$ cat config.mk
export PLATFORM = sky130hd
export DESIGN_NAME = sat_sweep_top
export DESIGN_NICKNAME = d
export VERILOG_FILES = /design/src/rtl/sat_pkg.sv /design/src/rtl/sat_lane.sv /design/src/rtl/sat_sweep_top.sv
export SDC_FILE = /design/constraint.sdc
export NUM_CORES = 1
export LEC_CHECK = 0
export ABC_CLOCK_PERIOD_IN_PS = 2000
export CORE_UTILIZATION = 52
export DETAILED_ROUTE_END_ITERATION = 10
export PLACE_DENSITY = 0.8
export REMOVE_ABC_BUFFERS = 1
export SETUP_SLACK_MARGIN = 0.3
export SLEW_MARGIN = 20
export SYNTH_ARGS = -nofsm -noshare
export SYNTH_HDL_FRONTEND = slang
export SYNTH_SLANG_ARGS = --single-unit
$ cat constraint.sdc
create_clock -name clk -period 2 [get_ports clk]
set_clock_uncertainty 0.15 [all_clocks]
set_input_delay 0.5 -clock clk [delete_from_list [all_inputs] [get_ports clk]]
set_output_delay 0.5 -clock clk [all_outputs]
set_load 0.01 [all_outputs]
$ cat src/rtl/sat_pkg.sv
// Shared types for the SAT sweep block: FSM states, streamed-literal record and a
// constant-evaluable clog2.
package sat_pkg;

  localparam int VIDX_W = 5;  // variable index width after range folding (NUM_VARS <= 32)

  typedef enum logic [2:0] {
    IDLE,
    SETUP,
    STREAM,
    EVAL,
    DONE
  } state_t;

  typedef struct packed {
    logic [VIDX_W-1:0] lvar;
    logic              neg;
    logic              last_clause;
    logic              last_cnf;
  } lit_t;

  function automatic int clog2(input int v);
    int r;
    r = 0;
    for (int i = 0; i < 32; i++)
      if ((64'd1 << i) < 64'(v)) r = i + 1;
    return r;
  endfunction

endpackage

$ cat src/rtl/sat_lane.sv
// One evaluation lane: tracks the running clause OR and formula AND for the candidate
// assignment {base, LANE_IDX} while the host streams literals.
module sat_lane
  import sat_pkg::*;
#(
  parameter int NUM_VARS = 5,
  parameter int VAR_W    = 5,
  parameter int LANE_IDX = 0
) (
  input  logic                clk,
  input  logic                resetN,
  input  logic [NUM_VARS-1:0] base_bits,
  input  lit_t                lit,
  input  logic                hs,
  input  logic                pass_init,
  output logic                cnf_acc
);

  logic        clause_acc;
  logic [31:0] cand;
  logic        val;

  // Low bits of base_bits are always zero, so OR-ing in the lane index forms the candidate.
  assign cand = 32'(base_bits) | 32'(LANE_IDX);
  assign val  = cand[lit.lvar] ^ lit.neg;

  always_ff @(posedge clk or negedge resetN) begin
    if (!resetN) begin
      clause_acc <= 1'b0;
      cnf_acc    <= 1'b0;
    end else if (pass_init) begin
      clause_acc <= 1'b0;
      cnf_acc    <= 1'b1;
    end else if (hs) begin
      if (lit.last_clause | lit.last_cnf) begin
        cnf_acc    <= cnf_acc & (clause_acc | val);
        clause_acc <= 1'b0;
      end else begin
        clause_acc <= clause_acc | val;
      end
    end
  end

endmodule

$ cat src/rtl/sat_sweep_top.sv
// Multi-pass brute-force CNF evaluator: NUM_ACC lanes test consecutive assignments per
// pass, the base counter sweeps passes until a lane satisfies the formula or all are tried.
module sat_sweep_top
  import sat_pkg::*;
#(
  parameter  int NUM_ACC  = 4,
  parameter  int NUM_VARS = 5,
  parameter  int VAR_W    = 5,
  localparam int LG       = clog2(NUM_ACC),
  localparam int PASS_W   = NUM_VARS - LG,
  localparam int PB       = (PASS_W > 0) ? PASS_W : 1
) (
  input  logic                clk,
  input  logic                resetN,
  input  logic                start,
  input  logic                abort,
  input  logic                lit_valid,
  output logic                lit_ready,
  input  logic [VAR_W-1:0]    lit_var,
  input  logic                lit_neg,
  input  logic                lit_last_clause,
  input  logic                lit_last_cnf,
  output logic                pass_req,
  output logic                busy,
  output logic                done,
  output logic                sat,
  output logic [NUM_VARS-1:0] sat_assign,
  output logic [PASS_W:0]     pass_cnt
);

  state_t              state, nxt;
  logic [PB-1:0]       base;
  logic [NUM_ACC-1:0]  cnf;
  logic [LG-1:0]       win;
  logic [NUM_VARS-1:0] base_bits;
  logic [31:0]         lv32;
  lit_t                lit;
  logic                any_sat, last_pass, hs, pass_init;

  // Out-of-range variable indices fold to variable 0.
  assign lv32 = 32'(lit_var);
  assign lit  = '{lvar:        (lv32 < 32'(NUM_VARS)) ? lv32[VIDX_W-1:0] : '0,
                  neg:         lit_neg,
                  last_clause: lit_last_clause,
                  last_cnf:    lit_last_cnf};

  assign hs        = lit_valid & lit_ready;
  assign base_bits = NUM_VARS'(32'(base) << LG);
  assign last_pass = (PASS_W == 0) || (&base);
  assign any_sat   = |cnf;

  for (genvar i = 0; i < NUM_ACC; i++) begin : g_lane
    sat_lane #(.NUM_VARS(NUM_VARS), .VAR_W(VAR_W), .LANE_IDX(i)) u_lane (
      .clk       (clk),
      .resetN    (resetN),
      .base_bits (base_bits),
      .lit       (lit),
      .hs        (hs),
      .pass_init (pass_init),
      .cnf_acc   (cnf[i])
    );
  end

  // Lowest satisfying lane wins.
  always_comb begin
    win = '0;
    for (int i = NUM_ACC - 1; i >= 0; i--)
      if (cnf[i]) win = LG'(i);
  end

  always_ff @(posedge clk or negedge resetN) begin
    if (!resetN) state <= IDLE;
    else         state <= nxt;
  end

  always_comb begin
    nxt       = state;
    lit_ready = 1'b0;
    pass_req  = 1'b0;
    busy      = 1'b0;
    pass_init = 1'b0;
    case (state)
      IDLE:   if (start) nxt = SETUP;
      SETUP: begin
        busy      = 1'b1;
        pass_req  = 1'b1;
        pass_init = 1'b1;
        nxt       = STREAM;
      end
      STREAM: begin
        busy      = 1'b1;
        lit_ready = 1'b1;
        if (hs && lit.last_cnf) nxt = EVAL;
      end
      EVAL: begin
        busy = 1'b1;
        if (any_sat || last_pass) begin
          nxt = DONE;
        end else begin
          pass_req  = 1'b1;
          pass_init = 1'b1;
          nxt       = STREAM;
        end
      end
      DONE:   if (start) nxt = SETUP;
      default: nxt = IDLE;
    endcase
    if (abort) begin
      nxt       = IDLE;
      pass_req  = 1'b0;
      pass_init = 1'b0;
    end
  end

  always_ff @(posedge clk or negedge resetN) begin
    if (!resetN) begin
      base       <= '0;
      done       <= 1'b0;
      sat        <= 1'b0;
      sat_assign <= '0;
      pass_cnt   <= '0;
    end else if (abort) begin
      done <= 1'b0;
      sat  <= 1'b0;
    end else begin
      case (state)
        IDLE, DONE: if (start) begin
          done <= 1'b0;
          sat  <= 1'b0;
        end
        SETUP: begin
          base     <= '0;
          pass_cnt <= '0;
        end
        EVAL: begin
          pass_cnt <= pass_cnt + 1'b1;
          if (any_sat) begin
            sat        <= 1'b1;
            sat_assign <= base_bits | NUM_VARS'(win);
            done       <= 1'b1;
          end else if (last_pass) begin
            sat  <= 1'b0;
            done <= 1'b1;
          end else begin
            base <= base + 1'b1;
          end
        end
        default: ;
      endcase
    end
  end

endmodule

==> impl_results.md, run 1 <==
- CTS max path bufs: 2
- Cts bufs inserted: 3
- Ports: 27
- Mapped Area: 1500 um^2
- Root Buffer: clkbuf_4
- Compound-cell area share of the yosys netlist: 15.3%
- Std-Cell Rows: 19
- Status: aborted with a tool error
- Multiplexer share of the synthesized area: 7.92%
- Synth top area share: 41.7%
- Post-Synth Adder-Cell Area: 2.50%
- Synthesized flop and latch total: 25
- Netlist cell types: 48
- HPWL Detailed: 2.88 mm
- Synthesized instance count: 158
- Clk sink count: 25
- First error: [ERROR DPL-0038] Utilization greater than 100%, impossible to legalize
- Register area share after synthesis: 41.7%
- Synth top cells by count: 25 x dfrtp_1, 18 x nor2_1, 16 x nand2_1
- Synth top area cells: dfrtp_1 42%, nor2_1 4.5%, mux2_2 4.5%
- Post-synth EDFFs: 0
- Synth Area per Inst: 9.49 um^2
- Yosys warns: 0
- Ys flop type: dfrtp_1
- Halt Stage: global routing
- Main combinational cell family by area after synthesis: simple AND/OR/NAND/NOR gates
- Largest net degree at the start of global routing: 26
- Placed cells: 243
- Post-synthesis xor/xnor area fraction: 1.17%
- Worst endpoint, post-GRT repair: pass_req
- Die extent in x: 55.7 um
- Most frequent cell after synthesis: dfrtp_1
- Cell area after placement: 2030 um^2
- H-tree levels: 1
- Synth Area in Simple Gates: 27.4%
- Largest area contributor in the netlist: dfrtp_1
- Post-CTS Hold Buffers: 0
- WEP type: top-level output
- Gpl congestion: 0.836
- Starting Density: 54.9%
- Die H: 55.7 um
- Asr flop ratio synth: 100%
- Port Buf Inserts: 26
[per-stage QoR]
stage                     setup TNS, ns  setup slack, ns
after floorplan                  -0.277           -0.154
after global placement            -4.02           -0.708
after detailed placement          -5.42           -0.775
after CTS                        -0.103           -0.103
[logic make-up after synthesis]
| family | count (synthesis) |
|---|---|
| mux | 11 |
| buf+inv | 13 |
| compound gates | 30 |
| simple gates | 74 |
| flops | 25 |
| xor+xnor | 2 |
| fa+ha+maj | 3 |
[timing repair]
action / in CTS
pin swaps: 19
setup endpoints to repair: 36
cloned: 0
setup buffers: 19
hold endpoints to repair: 0
gates resized for setup: 92
==> run 2, diff against run 1 <==
--- a/config.mk
+++ b/config.mk
@@ -6,11 +6,10 @@
 export NUM_CORES = 1
 export LEC_CHECK = 0
 export ABC_CLOCK_PERIOD_IN_PS = 2000
-export CORE_UTILIZATION = 52
+export CORE_UTILIZATION = 40
 export DETAILED_ROUTE_END_ITERATION = 10
-export PLACE_DENSITY = 0.8
+export PLACE_DENSITY_LB_ADDON = 0.15
 export REMOVE_ABC_BUFFERS = 1
-export SETUP_SLACK_MARGIN = 0.3
 export SLEW_MARGIN = 20
 export SYNTH_ARGS = -nofsm -noshare
 export SYNTH_HDL_FRONTEND = slang
==> impl_results.md, run 2 <==
- Setup WS post-layout: -0.103 ns
- Cell area after placement: 2070 um^2 (+1.7%)
- Post-route minimum period: 2.10 ns
- Die extent in x: 63.2 um (+14%)
- Slew at the pin closest to its max-slew limit: 0.397 ns
- Die H: 63.2 um (+14%)
- Ports: 27 (unchanged)
- CTS max path bufs: 2 (unchanged)
- Crit-path max cell delay: 0.38 ns
- Worst Path Buf+Inv: 3
- CP Class: flip-flop to output port
- Post-DRT Antenna Nets: 0
- Mapped Area: 1500 um^2 (unchanged)
- Post-layout util: 63.6%
- Worst-case reg-to-reg path depth: 5
- Fillers: 317
- Largest net degree at the start of global routing: 26
- Design Area, Final: 2200 um^2
- Synthesized instance count: 158 (unchanged)
- H-tree levels: 1 (unchanged)
- Most frequent cells in the layout: 41 x buf_4, 24 x dfrtp_1, 20 x clkdlybuf4s50_1
- Critical R2R Launch: g_lane[2].u_lane.cnf_acc$_DFFE_PN0P_
- Worst hold start: sat_assign[1]$_DFFE_PN0P_
- Starting Density: 43.3% (-12 points)
- Final net count: 237
- Crit-path max FO: 2
- Max-slew violations: 0
- Initial antenna violation count: 0
- Final period util: 105%
- Gr busiest metal: met2
- Status: complete, but fails checks
- Count of final setup violators: 1
- Root Buffer: clkbuf_8
- Ratio of cells with drive above 1 in the final layout: 34.1%
- Drt first pass iters: 4
- Antenna Cells: 0
- HPWL Detailed: 2.96 mm (+2.7%)
- Port Buf Inserts: 26 (unchanged)
- Worst Setup SP: base[0]$_DFFE_PN0P_
- Max_slew headroom: 73.4%
- Met3 Use GR: 2.17%
- MaxCap Viol Count: 0
- Post-synth EDFFs: 0 (unchanged)
- Commonest non-fill, non-tap cell in the layout: buf_4
- Pwr/cell area: 619 nW/um^2
- Clock transition at the registers of the reported paths: 0.10 ns
- Final total power: 1.37 mW
- Startpoint types: flip-flop
- Synth top cells by count: 25 x dfrtp_1, 18 x nor2_1, 16 x nand2_1
- Area Growth Syn to Fin: 47.0%
- Largest Register: sat_assign
- Worst-path cell chain: ha_2, ha_1, inv_2, a31oi_4, clkinv_2, buf_2
- Core ar.: 3470 um^2
- CP max-delay cell: dfrtp_1
- Yosys warns: 0 (unchanged)
- DR vias: 1474
- Reg-to-reg setup timing slack: 0.02 ns
- Violated checks: setup timing
- CP Depth: 6
- Multi-input gate area: 898 um^2
- Std-Cell Rows: 21 (+2)
- Drt wl/cell: 15.8 um
- Netlist cell types: 48 (unchanged)
- Synth Area per Inst: 9.49 um^2 (unchanged)
- Max FFs per register: 5
- Clk sink count: 25 (unchanged)
- Ys flop type: dfrtp_1
- CTS tree: done
- Worst min path class: flip-flop to flip-flop
- Register area: 627 um^2
- CP Data Arrival Time: 1.45 ns
- All-layer global routing usage: 21.6%
- Worst setup EP type: output port
- Die area: 4000 um^2
- DR iter-0 viols: 37
- CP top delay family: flip-flops
- Gr ovfl total: 0
- Met2 Use GR: 41.5%
- Synthesized flop and latch total: 25 (unchanged)
- Register area share after synthesis: 41.7% (unchanged)
- Critical path endpoint: pass_req
- Fin. Hold Viols: 0
- Gpl congestion: 0.878 (+5.1%)
- Fmax: 476 MHz
- Worst hold path stage count: 1
- Worst EP required: 1.35 ns
- Cts bufs inserted: 3 (unchanged)
- Most frequent cell after synthesis: dfrtp_1
- Leak: 0.989 nW
- Vias per inst: 5.54
- M1 GR Usage: 24.8%
- Drt drc: 0
- Asr flop ratio synth: 100% (unchanged)
- Synth top area cells: dfrtp_1 42%, nor2_1 4.5%, mux2_2 4.5%
- Clk_lat worst skew: 0.28 ns
- Synth top area share: 41.7% (unchanged)
- First-pass GRT wire length: 6.70 mm
- Largest area contributor in the netlist: dfrtp_1
- Drt total wl: 4.20 mm
- Reg2Reg Capture Point: done$_DFFE_PN0P_
- RSZ-0062 raised after global routing: true
- Vias in the first global route: 1435
- Peak supply drop: 0.349 mV
-- run 2: how the worst min path moves through the flow --
stage / to / slack [ns]
3_3_place_gp: sat$_DFFE_PN0P_ / 0.31
4_1_cts: done$_DFFE_PN0P_ / 0.36
2_1_floorplan: base[0]$_DFFE_PN0P_ / 0.05
5_1_grt: sat_assign[2]$_DFFE_PN0P_ / 0.38
3_5_place_dp: done$_DFFE_PN0P_ / 0.34
6_report: sat_assign[1]$_DFFE_PN0P_ / 0.35
-- run 2: stage by stage --
| step | TNS, ns | instances | setup WS (ns) | hold WS (ns) |
|---|---|---|---|---|
| CTS | -0.101 | 265 | -0.101 | 0.362 |
| finish | -0.103 | 266 | -0.103 | 0.354 |
| global placement | -3.97 | 260 | -0.704 | 0.310 |
| global route | -0.163 | 266 | -0.145 | 0.380 |
| detailed placement | -4.79 | 260 | -0.740 | 0.339 |
| floorplan | -0.277 | 149 | -0.154 | 0.0544 |
-- run 2: layout make-up --
type | instances | share of cell area (%)
clock buffer | 3 | 1.87
clock inverter | 1 | 0.341
inverter | 4 | 0.738
multi-input combinational | 120 | 40.7
sequential | 25 | 28.4
tap | 46 | 2.61
timing repair buffer | 67 | 25.3
-- run 2: power by group --
group          total (mW)  leakage (nW)  internal [mW]  switching, mW
clock network       0.319        0.0217          0.142          0.177
logic               0.407         0.638          0.224          0.183
registers           0.640         0.329          0.570         0.0695
total                1.37         0.989          0.935          0.430
-- run 2: routing by layer --
metal | up-vias | wire length, um
li1 | 710 | -
met1 | 723 | 1810
met2 | 36 | 2200
met3 | 5 | 141
met4 | 0 | 45
met5 | - | 0
-- run 2: cell families (layout without fill, tap and decap cells) --
logic type	Yosys count	count (layout)	synth area share, %
AO/OA/AOI/OAI	30	30	15.3
XOR/XNOR	2	2	1.17
adder cells (fa/ha/maj)	3	3	2.50
buffers and inverters	13	75	4.00
flip-flops	25	25	41.7
multiplexers	11	11	7.92
AND/OR/NAND/NOR	74	74	27.4
-- run 2: repair_timing --
action	in CTS	in global routing
pin swaps	4	0
hold buffers	0	0
resized for setup	17	11
buffers inserted	1	1
endpoints found under the setup margin	6	10
-- run 2: worst reg2reg max path: stages, from the launching register on --
cell and delay, ns:
dfrtp_1 0.43, nor4_4 0.40, buf_4 0.18, nand2_2 0.08, a221oi_2 0.31, mux2_4 0.33
Note: power is estimated with default switching activity, not from simulation.
==> run 3, diff against run 2 <==
--- a/config.mk
+++ b/config.mk
@@ -8,6 +8,7 @@
 export ABC_CLOCK_PERIOD_IN_PS = 2000
 export CORE_UTILIZATION = 40
 export DETAILED_ROUTE_END_ITERATION = 10
+export HOLD_SLACK_MARGIN = 0.08
 export PLACE_DENSITY_LB_ADDON = 0.15
 export REMOVE_ABC_BUFFERS = 1
 export SLEW_MARGIN = 20
==> results of run 3 <==
No change in the layout: final DEF, timing and power equal those of run 2.
